<file path="src/rtl/wbu_host_mux_if.sv">
// rtl/wbu_host_mux_if.sv - byte ports, serial tx/rx and demuxed receive streams of the host mux
interface wbu_host_mux_if;
  logic       i_cmd_stb;
  logic [6:0] i_cmd_data;
  logic       o_cmd_busy;
  logic       i_con_stb;
  logic [6:0] i_con_data;
  logic       o_con_busy;
  logic       o_tx_stb;
  logic [7:0] o_tx_data;
  logic       i_tx_busy;
  logic       i_rx_stb;
  logic [7:0] i_rx_data;
  logic       o_rcmd_valid;
  logic [6:0] o_rcmd_data;
  logic       i_rcmd_ready;
  logic       o_rcon_valid;
  logic [6:0] o_rcon_data;
  logic       i_rcon_ready;
  logic [1:0] o_ovfl;
  logic       i_clr_ovfl;

  modport slave (
    input  i_cmd_stb, i_cmd_data, i_con_stb, i_con_data, i_tx_busy,
    input  i_rx_stb, i_rx_data, i_rcmd_ready, i_rcon_ready, i_clr_ovfl,
    output o_cmd_busy, o_con_busy, o_tx_stb, o_tx_data,
    output o_rcmd_valid, o_rcmd_data, o_rcon_valid, o_rcon_data, o_ovfl
  );

  modport master (
    output i_cmd_stb, i_cmd_data, i_con_stb, i_con_data, i_tx_busy,
    output i_rx_stb, i_rx_data, i_rcmd_ready, i_rcon_ready, i_clr_ovfl,
    input  o_cmd_busy, o_con_busy, o_tx_stb, o_tx_data,
    input  o_rcmd_valid, o_rcmd_data, o_rcon_valid, o_rcon_data, o_ovfl
  );
endinterface

</file>
<file path="src/rtl/wbu_host_mux.sv">
// rtl/wbu_host_mux.sv - command/console channel mux onto one serial byte link, with demux FIFOs
module wbu_host_mux_fifo #(
  parameter int LGFIFO = 2
) (
  input  logic       i_clk,
  input  logic       i_reset_n,
  input  logic       i_push,
  input  logic [6:0] i_data,
  input  logic       i_ready,
  output logic       o_valid,
  output logic [6:0] o_data,
  output logic       o_drop
);
  localparam int DEPTH = 1 << LGFIFO;
  localparam logic [LGFIFO:0] FULL_CNT = (LGFIFO+1)'(DEPTH);

  logic [6:0]        r_mem [DEPTH];
  logic [LGFIFO-1:0] r_wptr;
  logic [LGFIFO-1:0] r_rptr;
  logic [LGFIFO:0]   r_count;
  logic              w_full;
  logic              w_pop;
  logic              w_write;

  assign w_full  = (r_count == FULL_CNT);
  assign o_valid = (r_count != '0);
  assign w_pop   = o_valid && i_ready;
  // A full FIFO still accepts a push when the head leaves in the same cycle.
  assign w_write = i_push && (!w_full || w_pop);
  assign o_drop  = i_push && w_full && !w_pop;
  assign o_data  = o_valid ? r_mem[r_rptr] : 7'd0;

  always_ff @(posedge i_clk) begin
    if (w_write) r_mem[r_wptr] <= i_data;
  end

  always_ff @(posedge i_clk or negedge i_reset_n) begin
    if (!i_reset_n) begin
      r_wptr  <= '0;
      r_rptr  <= '0;
      r_count <= '0;
    end else begin
      if (w_write) r_wptr <= r_wptr + LGFIFO'(1);
      if (w_pop)   r_rptr <= r_rptr + LGFIFO'(1);
      case ({w_write, w_pop})
        2'b10:   r_count <= r_count + (LGFIFO+1)'(1);
        2'b01:   r_count <= r_count - (LGFIFO+1)'(1);
        default: r_count <= r_count;
      endcase
    end
  end
endmodule

module wbu_host_mux #(
  parameter int LGFIFO     = 2,
  parameter bit ROUNDROBIN = 1'b1
) (
  input  logic          i_clk,
  input  logic          i_reset_n,
  wbu_host_mux_if.slave bus
);
  logic       r_full;
  logic [7:0] r_hold;
  logic       r_last_cmd;
  logic       w_free;
  logic       w_cmd_pref;
  logic       w_con_pref;
  logic       w_cmd_grant;
  logic       w_con_grant;
  logic       w_cmd_drop;
  logic       w_con_drop;
  logic [1:0] r_ovfl;

  assign w_free = !r_full || !bus.i_tx_busy;

  // "Would win" is evaluated whether or not the channel is asking, so busy is valid with stb low.
  assign w_cmd_pref = ROUNDROBIN ? (!bus.i_con_stb || !r_last_cmd) : 1'b1;
  assign w_con_pref = ROUNDROBIN ? (!bus.i_cmd_stb || r_last_cmd) : !bus.i_cmd_stb;

  assign bus.o_cmd_busy = !(w_free && w_cmd_pref);
  assign bus.o_con_busy = !(w_free && w_con_pref);
  assign w_cmd_grant    = bus.i_cmd_stb && w_free && w_cmd_pref;
  assign w_con_grant    = bus.i_con_stb && w_free && w_con_pref;

  assign bus.o_tx_stb  = r_full;
  assign bus.o_tx_data = r_hold;

  always_ff @(posedge i_clk or negedge i_reset_n) begin
    if (!i_reset_n) begin
      r_full     <= 1'b0;
      r_hold     <= 8'd0;
      r_last_cmd <= 1'b0;
    end else if (w_free) begin
      if (w_cmd_grant) begin
        r_full     <= 1'b1;
        r_hold     <= {1'b1, bus.i_cmd_data};
        r_last_cmd <= 1'b1;
      end else if (w_con_grant) begin
        r_full     <= 1'b1;
        r_hold     <= {1'b0, bus.i_con_data};
        r_last_cmd <= 1'b0;
      end else begin
        r_full <= 1'b0;
      end
    end
  end

  wbu_host_mux_fifo #(.LGFIFO(LGFIFO)) u_cmd_fifo (
    .i_clk     (i_clk),
    .i_reset_n (i_reset_n),
    .i_push    (bus.i_rx_stb && bus.i_rx_data[7]),
    .i_data    (bus.i_rx_data[6:0]),
    .i_ready   (bus.i_rcmd_ready),
    .o_valid   (bus.o_rcmd_valid),
    .o_data    (bus.o_rcmd_data),
    .o_drop    (w_cmd_drop)
  );

  wbu_host_mux_fifo #(.LGFIFO(LGFIFO)) u_con_fifo (
    .i_clk     (i_clk),
    .i_reset_n (i_reset_n),
    .i_push    (bus.i_rx_stb && !bus.i_rx_data[7]),
    .i_data    (bus.i_rx_data[6:0]),
    .i_ready   (bus.i_rcon_ready),
    .o_valid   (bus.o_rcon_valid),
    .o_data    (bus.o_rcon_data),
    .o_drop    (w_con_drop)
  );

  // A fresh overflow outranks a clear arriving in the same cycle.
  always_ff @(posedge i_clk or negedge i_reset_n) begin
    if (!i_reset_n) begin
      r_ovfl <= 2'b00;
    end else begin
      r_ovfl[1] <= w_cmd_drop || (r_ovfl[1] && !bus.i_clr_ovfl);
      r_ovfl[0] <= w_con_drop || (r_ovfl[0] && !bus.i_clr_ovfl);
    end
  end

  assign bus.o_ovfl = r_ovfl;
endmodule

</file>
<file path="src/flat_wrapper.sv">
// flat-port wrapper written by rule: the top's interface ports become plain ports
module wbu_host_mux_flat 
#(
  parameter int LGFIFO     = 2,
  parameter bit ROUNDROBIN = 1'b1
)
  (i_clk, i_reset_n, bus_i_cmd_stb, bus_i_cmd_data, bus_i_con_stb, bus_i_con_data, bus_i_tx_busy, bus_i_rx_stb, bus_i_rx_data, bus_i_rcmd_ready, bus_i_rcon_ready, bus_i_clr_ovfl, bus_o_cmd_busy, bus_o_con_busy, bus_o_tx_stb, bus_o_tx_data, bus_o_rcmd_valid, bus_o_rcmd_data, bus_o_rcon_valid, bus_o_rcon_data, bus_o_ovfl);
  wbu_host_mux_if bus_i ();
  input  logic i_clk;
  input  logic i_reset_n;
  input wire logic [$bits(bus_i.i_cmd_stb)-1:0] bus_i_cmd_stb;
  input wire logic [$bits(bus_i.i_cmd_data)-1:0] bus_i_cmd_data;
  input wire logic [$bits(bus_i.i_con_stb)-1:0] bus_i_con_stb;
  input wire logic [$bits(bus_i.i_con_data)-1:0] bus_i_con_data;
  input wire logic [$bits(bus_i.i_tx_busy)-1:0] bus_i_tx_busy;
  input wire logic [$bits(bus_i.i_rx_stb)-1:0] bus_i_rx_stb;
  input wire logic [$bits(bus_i.i_rx_data)-1:0] bus_i_rx_data;
  input wire logic [$bits(bus_i.i_rcmd_ready)-1:0] bus_i_rcmd_ready;
  input wire logic [$bits(bus_i.i_rcon_ready)-1:0] bus_i_rcon_ready;
  input wire logic [$bits(bus_i.i_clr_ovfl)-1:0] bus_i_clr_ovfl;
  output wire logic [$bits(bus_i.o_cmd_busy)-1:0] bus_o_cmd_busy;
  output wire logic [$bits(bus_i.o_con_busy)-1:0] bus_o_con_busy;
  output wire logic [$bits(bus_i.o_tx_stb)-1:0] bus_o_tx_stb;
  output wire logic [$bits(bus_i.o_tx_data)-1:0] bus_o_tx_data;
  output wire logic [$bits(bus_i.o_rcmd_valid)-1:0] bus_o_rcmd_valid;
  output wire logic [$bits(bus_i.o_rcmd_data)-1:0] bus_o_rcmd_data;
  output wire logic [$bits(bus_i.o_rcon_valid)-1:0] bus_o_rcon_valid;
  output wire logic [$bits(bus_i.o_rcon_data)-1:0] bus_o_rcon_data;
  output wire logic [$bits(bus_i.o_ovfl)-1:0] bus_o_ovfl;
  assign bus_i.i_cmd_stb = bus_i_cmd_stb;
  assign bus_i.i_cmd_data = bus_i_cmd_data;
  assign bus_i.i_con_stb = bus_i_con_stb;
  assign bus_i.i_con_data = bus_i_con_data;
  assign bus_i.i_tx_busy = bus_i_tx_busy;
  assign bus_i.i_rx_stb = bus_i_rx_stb;
  assign bus_i.i_rx_data = bus_i_rx_data;
  assign bus_i.i_rcmd_ready = bus_i_rcmd_ready;
  assign bus_i.i_rcon_ready = bus_i_rcon_ready;
  assign bus_i.i_clr_ovfl = bus_i_clr_ovfl;
  assign bus_o_cmd_busy = bus_i.o_cmd_busy;
  assign bus_o_con_busy = bus_i.o_con_busy;
  assign bus_o_tx_stb = bus_i.o_tx_stb;
  assign bus_o_tx_data = bus_i.o_tx_data;
  assign bus_o_rcmd_valid = bus_i.o_rcmd_valid;
  assign bus_o_rcmd_data = bus_i.o_rcmd_data;
  assign bus_o_rcon_valid = bus_i.o_rcon_valid;
  assign bus_o_rcon_data = bus_i.o_rcon_data;
  assign bus_o_ovfl = bus_i.o_ovfl;
  wbu_host_mux #(.LGFIFO(LGFIFO), .ROUNDROBIN(ROUNDROBIN)) u_core (.i_clk(i_clk), .i_reset_n(i_reset_n), .bus(bus_i));
endmodule
</file>
<file path="config.mk">
export PLATFORM = sky130hd
export DESIGN_NAME = wbu_host_mux_flat
export DESIGN_NICKNAME = d
export VERILOG_FILES = /design/src/rtl/wbu_host_mux_if.sv /design/src/rtl/wbu_host_mux.sv /design/src/flat_wrapper.sv
export SDC_FILE = /design/constraint.sdc
export NUM_CORES = 1
export LEC_CHECK = 0
export CAP_MARGIN = 20
export CORE_ASPECT_RATIO = 0.75
export CORE_MARGIN = 10
export CORE_UTILIZATION = 45
export DETAILED_ROUTE_END_ITERATION = 16
export PLACE_DENSITY = 0.69
export SLEW_MARGIN = 20
export SYNTH_ARGS = -nofsm -noshare
export SYNTH_HDL_FRONTEND = slang
export SYNTH_HIERARCHICAL = 1
export SYNTH_SLANG_ARGS = --single-unit
</file>
<file path="constraint.sdc">
create_clock -name i_clk -period 2 [get_ports i_clk]
set_input_delay 0.2 -clock i_clk [delete_from_list [all_inputs] [get_ports i_clk]]
set_output_delay 0.2 -clock i_clk [all_outputs]
set_load 0.03 [all_outputs]
</file>
==> summary.txt <==
share of cells above drive strength 1 - 29.5%
clock latency on the worst-skew pair - 0.35 ns
Via density - 4.84
clock root buffer - clkbuf_8
Yosys reg bits - 81
Final Hold Viols - 0
final period utilization - 96.9%
synth-to-layout area growth - 27.2%
Yosys top cell by area - edfxtp_1
Die H - 97.1 um
total track usage - 12.0%
R2R cell count - 9
Routed Antenna Nets - 0
antenna violations before repair - 0
predominant post-synthesis flop cell - edfxtp_1
pre-CTS setup slack - -0.174 ns
Total Power - 0.00579 W
crit path from - u_core/u_con_fifo/r_count[0]$_DFFE_PN0P_
cell family with most CP delay - simple AND/OR/NAND/NOR gates
Fillers - 613
Worst Setup End Kind - flip-flop
WL final - 6830 um
slowest CP cell - dfrtp_2
vias in the first global route - 2,035
post-synthesis cell count - 217
Ys Warns - 6
critical-path maximum fanout - 4
Crit path top cell by count - xor2_1
crit path DAT - 2.21 ns
synthesized area per cell - 16.5 um^2
H-tree depth - 3
ys async rst share - 30.9%
Cell Pwr Density - 1280 nW/um^2
Max rail drop VDD - 0.000617 V
Multi-input gate area - 1150 um^2
CTS tree - done
DRT Pass-1 Iters - 4
max cap viols - 0
critical path depth - 9
Req. time, crit path - 2.27 ns
CTS sink count - 81
most frequent cell after synthesis - edfxtp_1
clock skew - 0.0101 ns
worst slew pin tran - 0.411 ns
Starting Density - 45.7%
global-route wire length before repair - 11,000 um
Final WS setup - 0.0620 ns
register area - 2310 um^2
Core Area - 7810 um^2
EDFF count, synth - 56
CTS Buffer Depth - 2
Final GP Congestion - 0.725
Residual DRC - 0
I/O Buffers - 59
Reg clk slew, reported paths - 0.09 ns
drt wl/cell - 16.5 um
CP Class - reg2reg
register area share after synthesis - 64.6%
Ports - 60
top cell type's share of synthesized area - 47.1%
Die X - 123 um
initial drt markers - 114
RSZ-0062 raised after global routing - yes
fin nets - 346
via count - 2,000
Synth area leaders - edfxtp_1 47%, dfrtp_1 18%, mux4_2 8.8%, and2_1 4.0%, ha_1 3.5%
ANT cells - 0
most instantiated cells after synthesis - 56 x edfxtp_1, 25 x dfrtp_1, 23 x and2_1, 16 x inv_1, 14 x mux4_2
final setup violating endpoints - 0
status - completed
CP Cell Sequence - nor4b_4 -> nor2b_2 -> inv_1 -> ha_2 -> inv_2 -> fa_2 -> xor2_1 -> nor2_1 -> xor2_1
max frequency - 516 MHz
largest net degree at the start of global routing - 26
post-synthesis cell type count - 32
Slew headroom - 72.6%
Synth Cell Area - 3570 um^2
Crit path largest cell delay - 0.45 ns
max-slew violations - 0
total CTS buffers - 9
startpoint class of the critical path - flip-flop
hpwl dp - 5070 um
Die ar. - 11,900 um^2
GRT overflow - 0
HP Class - in2async
row cnt - 28
min Tclk post-route - 1.94 ns
post-synth net total - 260
Static Leak - 1.78 nW
worst r2r src - u_core/u_con_fifo/r_count[0]$_DFFE_PN0P_
CP Buf/Inv Count - 2
-- per-layer routing --
layer  vias up  track usage (%)  wire, um
met5         -                0         0
li1        958                -         -
met1       990             15.7      3060
met2        43             18.5      3380
met4         0             3.53        65
met3         9             3.83       324
-- layout by cell type, fill, tap and decap left out, types with 7 or more instances in the layout --
cell | Yosys | layout
inv_1 | 16 | 15
a311o_1 | 7 | 7
buf_2 | 1 | 12
edfxtp_1 | 56 | 56
mux4_2 | 14 | 14
nor2b_1 | 8 | 8
ha_1 | 10 | 9
buf_4 | 1 | 27
clkdlybuf4s50_1 | 0 | 43
clkbuf_8 | 0 | 9
dfrtp_1 | 25 | 23
and2_1 | 23 | 23
-- path summary, 6_finish.rpt --
path / endpoint / slack [ns]
min in group i_clk: u_core/bus.o_ovfl[0]$_DFF_PN0_ / 0.47
hold / removal: u_core/bus.o_tx_data[4]$_DFFE_PN0P_ / 0.20
max in group asynchronous: u_core/u_cmd_fifo/r_count[0]$_DFFE_PN0P_ / 1.51
hold reg to reg: u_core/bus.o_ovfl[1]$_DFF_PN0_ / 0.48
setup reg to reg: u_core/u_con_fifo/r_count[2]$_DFFE_PN0P_ / 0.06
setup / recovery: u_core/u_con_fifo/r_count[2]$_DFFE_PN0P_ / 0.06
-- where the power goes --
group          switching [W]  total (W)  internal [W]
sequential          0.000241    0.00235       0.00211
combinational        0.00125    0.00237       0.00112
clock               0.000606    0.00107      0.000461
total                0.00210    0.00579       0.00369
-- final cells by class --
type                    count  share of cell area [%]
flip-flops and latches     81                    50.9
repair buffers             84                    15.7
inverters                  16                    1.32
clock buffers               9                    2.73
clock inverters             7                    1.19
multi-input cells         111                    25.3
well taps                 105                    2.89
-- worst register-to-register path, stage by stage (launching register included) --
cell,delay [ns]
dfrtp_2,0.45
nor4b_4,0.33
nor2b_2,0.08
inv_1,0.06
ha_2,0.18
inv_2,0.04
fa_2,0.33
xor2_1,0.14
nor2_1,0.12
xor2_1,0.14
-- cells by family after synthesis --
group	after synthesis	share of synthesized area, %
DFF	81	64.6
and+or+nand+nor	56	10.5
buffers and inverters	25	3.82
muxes	18	10.0
AOI/OAI and AO/OA	13	3.43
xor gates and xnor gates	12	2.94
adders and majority gates	12	4.63
-- registers in the layout, summed over array words and instances (netlist names) --
name,count
u_core/u_cmd_fifo/r_mem,28
u_core/u_con_fifo/r_mem,28
u_core/bus.o_tx_data,8
u_core/u_cmd_fifo/r_count,3
u_core/u_con_fifo/r_count,3
u_core/bus.o_ovfl,2
u_core/u_cmd_fifo/r_rptr,2
u_core/u_cmd_fifo/r_wptr,2
u_core/u_con_fifo/r_rptr,2
u_core/u_con_fifo/r_wptr,2
u_core/bus.o_tx_stb,1
-- metrics by stage --
stage / area, um^2 / util (%) / hold WS (ns) / TNS [ns] / instances
floorplan: 3570 / - / -0.0956 / 0 / 217
global placement: 4380 / 56.1 / 0.459 / -0.208 / 395
detailed placement: 4380 / 56.1 / 0.469 / -0.342 / 395
CTS: 4530 / 58.0 / 0.211 / -0.0532 / 411
global route: 4540 / 58.1 / 0.228 / -0.127 / 413
finish: 4540 / 58.1 / 0.205 / 0 / 413
-- what timing repair did --
item                                   CTS  global route
buffers inserted                         0             2
endpoints found under the hold margin    0             0
pin swaps                                0             4
gates resized for setup                 55            15
hold buffers                             0             0
setup endpoints to repair               15             8
Note: power is estimated with default switching activity, not from simulation.
